### src/rtl/cpu_control.sv
// Instruction sequencer for a small datapath: steps operands onto the bus, drives the ALU
// opcode and captures the result. All outputs come straight from registers.
module cpu_control #(
    parameter logic [3:0] CLEAR = 4'd0,
    parameter logic [3:0] LOAD  = 4'd1,
    parameter logic [3:0] HOLD  = 4'd2
) (
    input  logic       clock,
    input  logic       reset_n,
    input  logic       start,
    input  logic [3:0] opcode,
    input  logic [3:0] in1,
    input  logic [3:0] in2,
    input  logic [3:0] alu_result,
    output logic [3:0] tx,
    output logic [3:0] entrada,
    output logic [3:0] alu_op,
    output logic [3:0] result,
    output logic       busy,
    output logic       done,
    output logic       err,
    output logic [3:0] current_state
);

    // state  | meaning
    // IDLE   | waiting for start; done/err reflect the previous instruction
    // DECODE | classify latched opcode
    // LOAD_A | first operand on entrada, tx=LOAD
    // LOAD_B | second operand on entrada, tx=LOAD
    // EXEC   | alu_op driven, alu_result captured at the end of the cycle
    // WRITE  | result final, completion pulse follows
    typedef enum logic [3:0] {
        S_IDLE   = 4'd0,
        S_DECODE = 4'd1,
        S_LOAD_A = 4'd2,
        S_LOAD_B = 4'd3,
        S_EXEC   = 4'd4,
        S_WRITE  = 4'd5
    } state_t;

    state_t     state, state_nxt;
    logic [3:0] op_q, a_q, b_q;
    logic [3:0] op_nxt, a_nxt, b_nxt;
    logic       started_q, started_nxt;
    logic [3:0] tx_nxt, entrada_nxt, alu_op_nxt, result_nxt;
    logic       busy_nxt, done_nxt, err_nxt;

    always_comb begin
        state_nxt   = S_IDLE;
        op_nxt      = op_q;
        a_nxt       = a_q;
        b_nxt       = b_q;
        started_nxt = started_q;
        result_nxt  = result;
        err_nxt     = err;
        done_nxt    = 1'b0;

        case (state)
            S_IDLE: begin
                if (start) begin
                    state_nxt   = S_DECODE;
                    op_nxt      = opcode;
                    a_nxt       = in1;
                    b_nxt       = in2;
                    err_nxt     = 1'b0;
                    started_nxt = 1'b1;
                end
            end
            S_DECODE: begin
                if (op_q == 4'd0) begin
                    state_nxt  = S_WRITE;
                    result_nxt = 4'd0;
                end else if (op_q[3]) begin
                    state_nxt = S_IDLE;
                    err_nxt   = 1'b1;
                    done_nxt  = 1'b1;
                end else begin
                    state_nxt = S_LOAD_A;
                end
            end
            S_LOAD_A: begin
                if (op_q == 4'd1) begin
                    state_nxt  = S_WRITE;
                    result_nxt = a_q;
                end else begin
                    state_nxt = S_LOAD_B;
                end
            end
            S_LOAD_B: state_nxt = S_EXEC;
            S_EXEC: begin
                state_nxt  = S_WRITE;
                result_nxt = alu_result;
            end
            S_WRITE: begin
                state_nxt = S_IDLE;
                done_nxt  = 1'b1;
            end
            default: state_nxt = S_IDLE;
        endcase

        // Outputs are registered, so they are decoded from the state being entered.
        busy_nxt    = (state_nxt != S_IDLE);
        alu_op_nxt  = (state_nxt == S_EXEC) ? op_q : 4'd0;
        tx_nxt      = HOLD;
        entrada_nxt = entrada;
        case (state_nxt)
            S_IDLE:   tx_nxt = started_nxt ? HOLD : CLEAR;
            S_LOAD_A: begin
                tx_nxt      = LOAD;
                entrada_nxt = a_q;
            end
            S_LOAD_B: begin
                tx_nxt      = LOAD;
                entrada_nxt = b_q;
            end
            S_WRITE:  tx_nxt = (op_q == 4'd0) ? CLEAR : HOLD;
            default:  tx_nxt = HOLD;
        endcase
    end

    always_ff @(posedge clock) begin
        if (!reset_n) begin
            state     <= S_IDLE;
            op_q      <= 4'd0;
            a_q       <= 4'd0;
            b_q       <= 4'd0;
            started_q <= 1'b0;
            tx        <= CLEAR;
            entrada   <= 4'd0;
            alu_op    <= 4'd0;
            result    <= 4'd0;
            busy      <= 1'b0;
            done      <= 1'b0;
            err       <= 1'b0;
        end else begin
            state     <= state_nxt;
            op_q      <= op_nxt;
            a_q       <= a_nxt;
            b_q       <= b_nxt;
            started_q <= started_nxt;
            tx        <= tx_nxt;
            entrada   <= entrada_nxt;
            alu_op    <= alu_op_nxt;
            result    <= result_nxt;
            busy      <= busy_nxt;
            done      <= done_nxt;
            err       <= err_nxt;
        end
    end

    assign current_state = state;

endmodule

### config.mk
export PLATFORM = sky130hd
export DESIGN_NAME = cpu_control
export DESIGN_NICKNAME = d
export VERILOG_FILES = /design/src/rtl/cpu_control.sv
export SDC_FILE = /design/constraint.sdc
export NUM_CORES = 1
export LEC_CHECK = 0
export ABC_AREA = 0
export ABC_CLOCK_PERIOD_IN_PS = 2200
export CORE_MARGIN = 3
export CORE_UTILIZATION = 47
export CTS_CLUSTER_SIZE = 16
export DETAILED_ROUTE_END_ITERATION = 7
export GPL_TIMING_DRIVEN = 0
export PLACE_DENSITY_LB_ADDON = 0.3
export SETUP_SLACK_MARGIN = 0.15
export SLEW_MARGIN = 10
export SYNTH_ARGS = -nofsm -noshare
export SYNTH_HDL_FRONTEND = slang
export SYNTH_SLANG_ARGS = --single-unit
### constraint.sdc
create_clock -name clock -period 2.2 [get_ports clock]
set_input_delay 0.33 -clock clock [delete_from_list [all_inputs] [get_ports clock]]
set_output_delay 0.33 -clock clock [all_outputs]
set_load 0.02 [all_outputs]
### After elaboration in Yosys (flattened, before gate mapping)

Cells that the tools add are included.
Widths: inputs -> output; s select.

* bits in registers: 36
* bits in latches: 0
* bits in writable memories: 0
* ROM bits: 0
* input bits: 19
* output and inout bits: 23
* memories: 0

* add/subtract/negate cells: 0
* multiply operators: 0
* div/mod/pow operators: 0
* $lt $le $gt $ge: 0
* equal/unequal tests: 15
* shift-type cells: 0
* multiplexer cells: 21
* bitwise operators: 0
* reductions and logical operators: 12

Operator list (number)
* $pmux 4 s5: 1
* $eq 4x2->1 const B: 4
* $eq 4x3->1 const B: 4
* $logic_not 4->1: 3
* $pmux 4 s3: 1
* $ne 2x2->1 const B: 5
* $eq 4x1->1 const B: 2
* $mux 1: 8
* $mux 4: 2
* $pmux 4 s2: 1
* $mux 2: 3
* $mux 3: 2
* $pmux 2 s3: 1
* $pmux 1 s2: 2
* $reduce_and 2->1: 2
* $reduce_and 4->1: 1
* $reduce_bool 2->1: 2
* $reduce_bool 4->1: 1
* $reduce_and 3->1: 1
* $reduce_bool 3->1: 1
* $reduce_or 2->1: 1

### Logic depth before layout (Yosys ltp)

Gate-level depths: netlist (run 1).

* depth after elaboration: 6
* mapped depth: 6
* mapped depth without buffers: 4

### Least setup slack after synthesis (run 1)

OpenSTA, ideal clock, no wires.

* kind: reg-to-reg
* start: register op_q[0]
* end: register entrada[1]
* setup time: 0.112 ns
* arrival time: 1.572 ns
* data required time: 2.088 ns
* path slack: 0.516 ns
* cell stages (with the launch flop): 5
* clock period less this slack: 1.684 ns
* path through: dfxtp_1 or4_4 o221a_4 mux2i_1 a2111oi_1

* cells in the longest elaborated chain, start to end: 5

RTL lines
* start, declared: line 42 `logic [3:0] op_q, a_q, b_q;`
* start signal, assigned: line 137 `op_q <= op_nxt;`
* $eq 4x1->1 / $logic_not 4->1 (equally long branches): line 82, 70
* $mux 3 (on tied branches): line 82, 70
* $pmux 4 s5 (*): line 58 `case (state)`
* $eq 4x2->1: line 106 `case (state_nxt)`
* $pmux 4 s2 / $reduce_bool 2->1 (equally long branches)
* end signal, assigned: line 142 `entrada <= entrada_nxt;`
* end, declared: line 16 `output logic [3:0] entrada,`

Mark *: on every way between the ends. The rest lies on a longest branch, timed or not.
A chain may end at the register's enable or synchronous reset.

### Final worst setup path (run 1)

Ends and elaborated chain as after synthesis.

==> results of run 1 <==
kinds of logic (layout without fill, tap and decap cells):
| group | after synthesis | count (layout) | share of synthesized area, % |
|---|---|---|---|
| compound gates | 42 | 42 | 21.4 |
| buf+inv | 21 | 65 | 6.21 |
| flops | 33 | 33 | 43.2 |
| mux | 9 | 9 | 5.89 |
| other cells | 1 | 3 | 0.245 |
| simple gates | 74 | 74 | 23.1 |
stage by stage:
step	instances	hold slack, ns	utilization (%)
after floorplan	182	0.436	-
after global placement	263	0.443	63.8
after detailed placement	263	0.448	63.8
after CTS	270	0.421	65.6
after global routing	270	0.430	65.7
final	270	0.434	65.7
final timing paths:
| kind | slack (ns) | cells after the start | to | startpoint |
|---|---|---|---|---|
| setup / recovery | 0.35 | 4 | entrada[1] | op_q[0] |
| hold reg to reg | 0.46 | 2 | b_q[3] | b_q[3] |
| setup reg to reg | 0.35 | 4 | entrada[1] | op_q[0] |
| hold / removal | 0.43 | 3 | result[2] | reset_n |
worst max-delay path, cell delays in order (launching register included):
cell and delay, ns:
dfxtp_1 0.39, or4_4 0.55, o221a_4 0.29, mux2i_1 0.14, a2111oi_1 0.36
state kept, by name, indices dropped and copies added (netlist names):
register and flops:
result 4, busy 1, tx 2, b_q 4, done 1, current_state 3, a_q 4, started_q 1
err 1, alu_op 4, entrada 4, op_q 4
synth_stat cells, drive strengths merged:
| cell type | n | area [um2] |
|---|---|---|
| a2111oi | 3 | 35.0 |
| a21boi | 1 | 7.51 |
| a21oi | 17 | 100 |
| a22o | 5 | 43.8 |
| a32oi | 1 | 16.3 |
| a41oi | 1 | 8.76 |
| and2b | 1 | 7.51 |
| and3 | 1 | 6.26 |
| buf | 7 | 42.5 |
| clkbuf | 8 | 30.0 |
| conb | 1 | 3.75 |
| dfxtp | 33 | 661 |
| inv | 6 | 22.5 |
| mux2i | 9 | 90.1 |
| nand2 | 33 | 124 |
| nand2b | 1 | 6.26 |
| nand3 | 5 | 25.0 |
| nor2 | 17 | 63.8 |
| nor2b | 3 | 18.8 |
| nor3 | 2 | 10.0 |
| nor3b | 2 | 20.0 |
| nor4 | 4 | 25.0 |
| nor4b | 1 | 8.76 |
| o2111a | 1 | 11.3 |
| o211ai | 1 | 7.51 |
| o21a | 2 | 15.0 |
| o21ai | 4 | 20.0 |
| o221a | 1 | 20.0 |
| o221ai | 2 | 17.5 |
| o22a | 1 | 8.76 |
| o31a | 1 | 8.76 |
| o31ai | 1 | 7.51 |
| or2b | 1 | 8.76 |
| or3 | 1 | 6.26 |
| or3b | 1 | 11.3 |
| or4 | 1 | 11.3 |
area by class of cell:
cell class,count,share of cell area (%)
plain buffers,15,3.59
multi-input cells,128,38.9
inverters,6,1.11
flip-flops and latches,33,32.7
well taps,44,2.72
clock buffers,7,2.72
repair buffers,37,18.3
layout by cell type (no fill, tap or decap), types with 2 or more instances in the layout:
| cell | n |
|---|---|
| a2111oi_2 | 2 |
| a21oi_1 | 15 |
| a22o_1 | 5 |
| buf_2 | 4 |
| buf_4 | 3 |
| clkbuf_1 | 9 |
| clkbuf_4 | 5 |
| clkdlybuf4s50_1 | 37 |
| conb_1 | 3 |
| dfxtp_1 | 33 |
| inv_1 | 6 |
| mux2i_1 | 9 |
| nand2_1 | 33 |
| nand3_1 | 5 |
| nor2_1 | 17 |
| nor2b_1 | 3 |
| nor3_1 | 2 |
| nor4_1 | 4 |
| o21a_1 | 2 |
| o21ai_0 | 3 |
| o221ai_1 | 2 |
repair_timing:
item                       4_1_cts  5_1_grt
setup endpoints to repair        0        1
resized for setup                0        1
hold buffers                     0        0
hold endpoints to repair         0        0
report_power, final:
part / internal (mW) / switching, mW
clock: 0.151 / 0.191
sequential: 0.736 / 0.102
combinational: 0.636 / 0.817
layer usage:
metal,up-vias,GRT usage [%],wire (um)
met5,-,0,0
met4,0,11.0,99
met3,10,6.77,226
met2,55,30.7,1580
met1,632,21.4,1540
li1,713,-,-
==> impl_metrics.env, run 1 <==
export IMPL_outcome="completed"
export IMPL_ys_seq_area_share_pct=43.2
export IMPL_htreeDepth=2
export IMPL_vias_per_cell=5.22
export IMPL_cts_sinks=33
export IMPL_drcViolationCount=0
export IMPL_period_share_pct=84.1
export IMPL_syn_cell_area_mm2=0.00153
export IMPL_synth_cell_types=42
export IMPL_multi_input_area_um2=787
export IMPL_grt_pass1_vias=1378
export IMPL_ys_ff_latch=33
export IMPL_antennaDiodeCount=0
export IMPL_rsz0062_at_grt="no"
export IMPL_clock_latency_ns=0.34
export IMPL_core_mm2=0.00308
export IMPL_grt_ovfl_total=0
export IMPL_grt_max_degree=11
export IMPL_crit_path_max_fanout=7
export IMPL_critPathLaunchType="flop"
export IMPL_firstDrtPassIters=4
export IMPL_worstMarginPinSlew_ns=0.551
export IMPL_fin_nets=245
export IMPL_crit_path_end_kind="flop"
export IMPL_avgSynthCellArea_um2=8.50
export IMPL_antenna_found_initial=0
export IMPL_fmaxAchievable_mhz=541
export IMPL_cp_required_ns=2.43
export IMPL_ios=42
export IMPL_syn_inst=180
export IMPL_hpwl_mm=2.53
export IMPL_power_total_mw=2.63
export IMPL_cap_violations=0
export IMPL_grt_pass1_wl_mm=5.91
export IMPL_track_usage_pct=19.0
export IMPL_hp_class="input pin to flop"
export IMPL_ys_warn_count=0
export IMPL_peakVddDrop_uv=616
export IMPL_numCtsBuffers=5
export IMPL_cts_root_buf="clkbuf_4"
export IMPL_regArea_um2=661
export IMPL_drv_slew=0
export IMPL_leakage_nw=0.775
export IMPL_final_area_mm2=0.00202
export IMPL_drtAntennaViolNets=0
export IMPL_cts_tree="yes"
export IMPL_synthToLayoutAreaGrowth_pct=32.2
export IMPL_portBuffers=37
export IMPL_chipHeight_um=63.1
export IMPL_die_area_mm2=0.00398
export IMPL_path_class="flop to flop"
export IMPL_power_density_mw_per_mm2=1300
export IMPL_drive_above_1_share_pct=10.2
export IMPL_row_count=20
export IMPL_wl_mm=3.45
export IMPL_cts_buffer_depth=2
export IMPL_clk_pin_slew_ns=0.10
export IMPL_fin_tns_setup_ns=0
export IMPL_hold_viol=0
export IMPL_worst_slack_ns=0.350
export IMPL_setup_violations=0
export IMPL_cp_arrival_ns=2.08
export IMPL_start_util_pct=49.7
export IMPL_finClkSkew_ns=0.0112
export IMPL_n_fill_cell=283
export IMPL_via_count=1410
export IMPL_period_minus_slack_ns=1.85
export IMPL_placed_cell_area_mm2=0.00196
export IMPL_wl_per_cell_um=12.8
export IMPL_cts_setup_buffers=0
export IMPL_maxSlewHeadroom_pct=63.0
export IMPL_drt_iter0_markers=57
export IMPL_pre_cts_ws_ns=0.274
export IMPL_die_x_um=63.1
export IMPL_gp_congestion=0.890
Power figures use the tool's default switching activity.
==> inputs of run 2 (changes only) <==
Settings changed: ABC_CLOCK_PERIOD_IN_PS 2200 to 1700, CORE_UTILIZATION 47 to 43.
Clock period 2.2 ns to 1.7 ns, I/O delays scaled along.
==> run 2 against run 1 <==
Effect of this change: the run now ends with setup timing left; hold slack worse by 0.037 ns; clock skew is 0.0049 ns lower; highest routed layer unchanged; final cell count up 2.6%; setup slack lost 0.36 ns; sequential power increased by 31%; largest cell class unchanged; critical endpoint unchanged; critical path depth unchanged; sequential cell count unchanged; routed wire length up 11%; total power up 43%; global-route usage up 0.74 points; largest power group unchanged; via count rose by 3.0%; critical path type unchanged; count of clock-buffer cells in the layout is the same.
==> impl_metrics.env, run 2 (synthesis results as in run 1) <==
export IMPL_wl_mm=3.81
export IMPL_antenna_found_initial=0
export IMPL_htreeDepth=2
export IMPL_core_mm2=0.00339
export IMPL_start_util_pct=45.1
export IMPL_grt_pass1_vias=1415
export IMPL_peakVddDrop_uv=765
export IMPL_crit_path_end_kind="flop"
export IMPL_clk_pin_slew_ns=0.10
export IMPL_hold_viol=0
export IMPL_crit_family="compound AO/OA/AOI/OAI gates"
export IMPL_gp_congestion=0.817
export IMPL_crit_path_max_fanout=4
export IMPL_firstDrtPassIters=4
export IMPL_critPathBufInv=0
export IMPL_maxSlewHeadroom_pct=62.1
export IMPL_clock_latency_ns=0.35
export IMPL_vias_per_cell=5.24
export IMPL_cts_tree="yes"
export IMPL_drtAntennaViolNets=0
export IMPL_drt_iter0_markers=53
export IMPL_chipHeight_um=65.7
export IMPL_layoutNonFillerInstCount=277
export IMPL_antennaDiodeCount=0
export IMPL_via_count=1452
export IMPL_cts_hold_fix_buffers=0
export IMPL_power_density_mw_per_mm2=1730
export IMPL_violations="setup timing"
export IMPL_die_x_um=65.7
export IMPL_drive_above_1_share_pct=21.2
export IMPL_cap_violations=0
export IMPL_period_minus_slack_ns=1.71
export IMPL_finClkSkew_ns=0.00631
export IMPL_grt_pass1_wl_mm=6.44
export IMPL_cp_slowest_cell="or4_4"
export IMPL_track_usage_pct=19.7
export IMPL_critPathLaunchType="flop"
export IMPL_hpwl_mm=2.64
export IMPL_fin_nets=249
export IMPL_cp_required_ns=1.94
export IMPL_fmaxAchievable_mhz=586
export IMPL_cts_root_buf="clkbuf_4"
export IMPL_layout_common_cells="33 x nand2_1, 28 x dfxtp_1, 20 x clkdlybuf4s50_1, 17 x nor2_1, 14 x a21oi_1"
export IMPL_cts_sinks=33
export IMPL_setup_violations=1
export IMPL_synthToLayoutAreaGrowth_pct=41.5
export IMPL_drcViolationCount=0
export IMPL_leakage_nw=0.980
export IMPL_pre_cts_ws_ns=-0.117
export IMPL_grt_max_degree=11
export IMPL_outcome="finished, violations left"
export IMPL_drv_slew=0
export IMPL_hp_class="input pin to flop"
export IMPL_cp_arrival_ns=1.95
export IMPL_die_area_mm2=0.00431
export IMPL_grt_ovfl_total=0
export IMPL_path_class="flop to flop"
export IMPL_row_count=21
export IMPL_cts_buffer_depth=2
export IMPL_portBuffers=37
export IMPL_worstPathCellList="or4_4 -> o221a_4 -> mux2i_1 -> a2111oi_2"
export IMPL_wl_per_cell_um=13.8
export IMPL_ios=42
export IMPL_worst_slack_ns=-0.00599
export IMPL_rsz0062_at_grt="yes"
export IMPL_numCtsBuffers=5
export IMPL_period_share_pct=100
export IMPL_layout_commonest_cell="nand2_1"
export IMPL_max_stage_delay_ns=0.54
export IMPL_worstMarginPinSlew_ns=0.568
export IMPL_place_inst=265
-- run 2: cell types whose count changed in the layout (fill, tap and decap cells not counted), moves of 4 or more --
cell,previous run,this run
dfxtp_2,0,5
clkbuf_2,0,4
clkdlybuf4s50_1,37,20
dfxtp_1,33,28
clkbuf_1,9,3
dlymetal6s2s_1,0,6
dlygate4sd2_1,0,11
buf_4,3,7
-- run 2: layer usage --
metal	share of wire (%)	vias to the layer above	track usage, %
met5	0	-	0
met4	2.3	0	11.7
met3	5.7	8	4.79
li1	-	724	-
met1	45	683	23.6
met2	47	37	31.7
-- run 2: path summary, 6_finish.rpt --
path / startpoint / to / slack [ns] / cells past startpoint
min reg2reg: b_q[2] / b_q[2] / 0.46 / 2
min: reset_n / busy / 0.40 / 2
max reg2reg: op_q[3] / entrada[1] / -0.006 / 4
max: op_q[3] / entrada[1] / -0.006 / 4
-- run 2: layout make-up --
cell class	count	area, um2
sequential	33	667
multi-input combinational	128	857
fill	308	1220
tap	46	57.6
buffer	15	90.1
clock inverter	1	5.00
inverter	6	22.5
timing repair buffer	41	402
clock buffer	7	65.1
-- run 2: repair_timing --
action,CTS,global route
gates resized for setup,24,23
buffers inserted,2,2
pin swaps,4,3
endpoints found under the hold margin,0,0
setup endpoints to repair,31,30
-- run 2: stage by stage --
step	power, mW	hold slack (ns)	util, %	setup TNS, ns	area (um2)
final	3.75	0.398	63.9	-0.00599	2170
after global placement	2.95	0.442	58.1	-0.315	1970
after global routing	4.02	0.404	63.9	-0.139	2170
after floorplan	2.45	0.383	-	0	1540
after detailed placement	2.97	0.449	58.1	-0.624	1970
after CTS	3.58	0.350	61.6	-0.0715	2090
-- run 2: report_power, final --
group | internal, mW | total, mW | switching, mW
sequential | 0.961 | 1.10 | 0.138
combinational | 0.940 | 2.14 | 1.20
clock | 0.240 | 0.516 | 0.276
total | 2.14 | 3.75 | 1.61
==> inputs of run 3 (changes only) <==
Settings changed: CAP_MARGIN from default to 20, SETUP_SLACK_MARGIN 0.15 to 0.4.
==> run 3 against run 2 <==
Effect of this change: the flow still finishes with violations (setup timing); count of clock-buffer cells in the layout increased by 1; critical path depth increased by 2; utilization increased by 4.7 points; first-iteration DRC count increased by 40%; largest cell class unchanged; largest power group unchanged.
==> impl_metrics.env, run 3 (synthesis results as in run 1) <==
export IMPL_firstDrtPassIters=6
export IMPL_power_total_mw=4.17
export IMPL_wl_per_cell_um=14.5
export IMPL_clk_pin_slew_ns=0.10
export IMPL_clock_latency_ns=0.33
export IMPL_grt_ovfl_total=0
export IMPL_numCtsBuffers=5
export IMPL_core_mm2=0.00339
export IMPL_drcViolationCount=0
export IMPL_cp_required_ns=1.93
export IMPL_layoutNonFillerInstCount=283
export IMPL_wl_mm=4.11
export IMPL_layout_commonest_cell="dfxtp_1"
export IMPL_die_area_mm2=0.00431
export IMPL_fmaxAchievable_mhz=582
export IMPL_path_class="flop to flop"
export IMPL_antennaDiodeCount=0
export IMPL_die_x_um=65.7
export IMPL_cts_sinks=33
export IMPL_cts_root_buf="clkbuf_4"
export IMPL_power_density_mw_per_mm2=1800
export IMPL_crit_path_max_fanout=6
export IMPL_worstMarginPinSlew_ns=0.617
export IMPL_worst_hold_slack_ns=0.380
export IMPL_htreeDepth=2
export IMPL_hp_class="input pin to flop"
export IMPL_portBuffers=37
export IMPL_cts_hold_fix_buffers=0
export IMPL_period_minus_slack_ns=1.72
export IMPL_drt_iter0_markers=74
export IMPL_peakVddDrop_uv=898
export IMPL_violations="setup timing"
export IMPL_layout_common_cells="28 x dfxtp_1, 25 x nand2_1, 17 x clkdlybuf4s50_1, 15 x nor2_1, 12 x buf_4"
export IMPL_grt_max_degree=11
export IMPL_crit_family="compound AO/OA/AOI/OAI gates"
export IMPL_path_common_cell="buf_4"
export IMPL_worstReg2RegStart="op_q[3]"
export IMPL_grt_pass1_vias=1399
export IMPL_min_from="reset_n"
export IMPL_drtAntennaViolNets=0
export IMPL_finClkSkew_ns=0.00357
export IMPL_period_share_pct=101
export IMPL_vias_per_cell=5.27
export IMPL_cts_tree="yes"
export IMPL_via_count=1490
export IMPL_critPathBufInv=2
export IMPL_crit_path_end_kind="flop"
export IMPL_critPathLaunchType="flop"
export IMPL_synthToLayoutAreaGrowth_pct=51.8
export IMPL_cp_arrival_ns=1.95
export IMPL_worstPathCellList="buf_4 -> or3b_4 -> a21oi_4 -> o31a_1 -> buf_4 -> a21oi_1"
export IMPL_fin_tns_setup_ns=-0.0210
export IMPL_cts_buffer_depth=2
export IMPL_cp_slowest_cell="or3b_4"
export IMPL_outcome="finished, violations left"
export IMPL_grt_pass1_wl_mm=6.39
export IMPL_chipHeight_um=65.7
export IMPL_track_usage_pct=19.7
export IMPL_hpwl_mm=2.59
export IMPL_holdPathStages=2
export IMPL_maxSlewHeadroom_pct=58.9
export IMPL_r2r_setup_slack_ns=-0.02
export IMPL_row_count=21
export IMPL_drive_above_1_share_pct=34.2
export IMPL_setup_violations=2
export IMPL_worst_slack_ns=-0.0171
export IMPL_start_util_pct=45.1
export IMPL_drv_slew=0
export IMPL_ios=42
export IMPL_place_inst=265
export IMPL_reg2reg_depth=6
export IMPL_rsz0062_at_grt="yes"
export IMPL_max_stage_delay_ns=0.37
export IMPL_cap_violations=0
export IMPL_r2r_end="entrada[3]"
export IMPL_hold_viol=0
export IMPL_leakage_nw=0.972
export IMPL_fin_nets=255
export IMPL_worstHoldEndpoint="busy"
export IMPL_gp_congestion=0.875
export IMPL_antenna_found_initial=0
==> run 3: final cells by class <==
cell class / count / area [um2]
tap: 46 / 57.6
buffer: 15 / 121
sequential: 33 / 674
inverter: 6 / 26.3
clock buffer: 8 / 58.8
multi-input combinational: 128 / 958
timing repair buffer: 47 / 427
fill: 278 / 1070
==> run 3: worst max path at each step <==
stage | endpoint | from | depth (start not counted)
5_1_grt | entrada[1] | op_q[3] | 4
2_1_floorplan | entrada[1] | op_q[3] | 4
3_5_place_dp | entrada[1] | start | 5
4_1_cts | entrada[0] | op_q[3] | 4
6_report | entrada[3] | op_q[3] | 6
3_3_place_gp | entrada[1] | start | 5
==> run 3: where the power goes <==
| part | internal [mW] | switching [mW] | total (mW) |
|---|---|---|---|
| Sequential | 0.975 | 0.162 | 1.14 |
| Clock | 0.204 | 0.257 | 0.461 |
| Combinational | 1.23 | 1.35 | 2.58 |
| Total | 2.41 | 1.77 | 4.17 |
==> run 3: per-layer routing <==
metal / track usage [%] / vias up / wire, um / share of wire, %
met3: 5.98 / 5 / 317 / 7.7
met4: 9.33 / 0 / 63 / 1.5
met1: 25.4 / 697 / 1730 / 42
met5: 0 / - / 0 / 0
li1: - / 739 / - / -
met2: 29.9 / 49 / 2000 / 49
==> run 3: repair_timing <==
action                                 in CTS  in global routing
gates cloned                                0                  1
resized for setup                          56                 49
setup endpoints to repair                  50                 38
endpoints found under the hold margin       0                  0
setup buffers                               7                  2
pin swaps                                   3                  7
==> run 3: metrics by stage <==
step / area (um2) / util [%] / setup slack [ns]
global placement: 1990 / 58.8 / -0.0695
detailed placement: 1990 / 58.8 / -0.0709
CTS: 2170 / 64.1 / -0.0258
floorplan: 1560 / - / 0.106
global route: 2320 / 68.5 / -0.0776
finish: 2320 / 68.5 / -0.0171
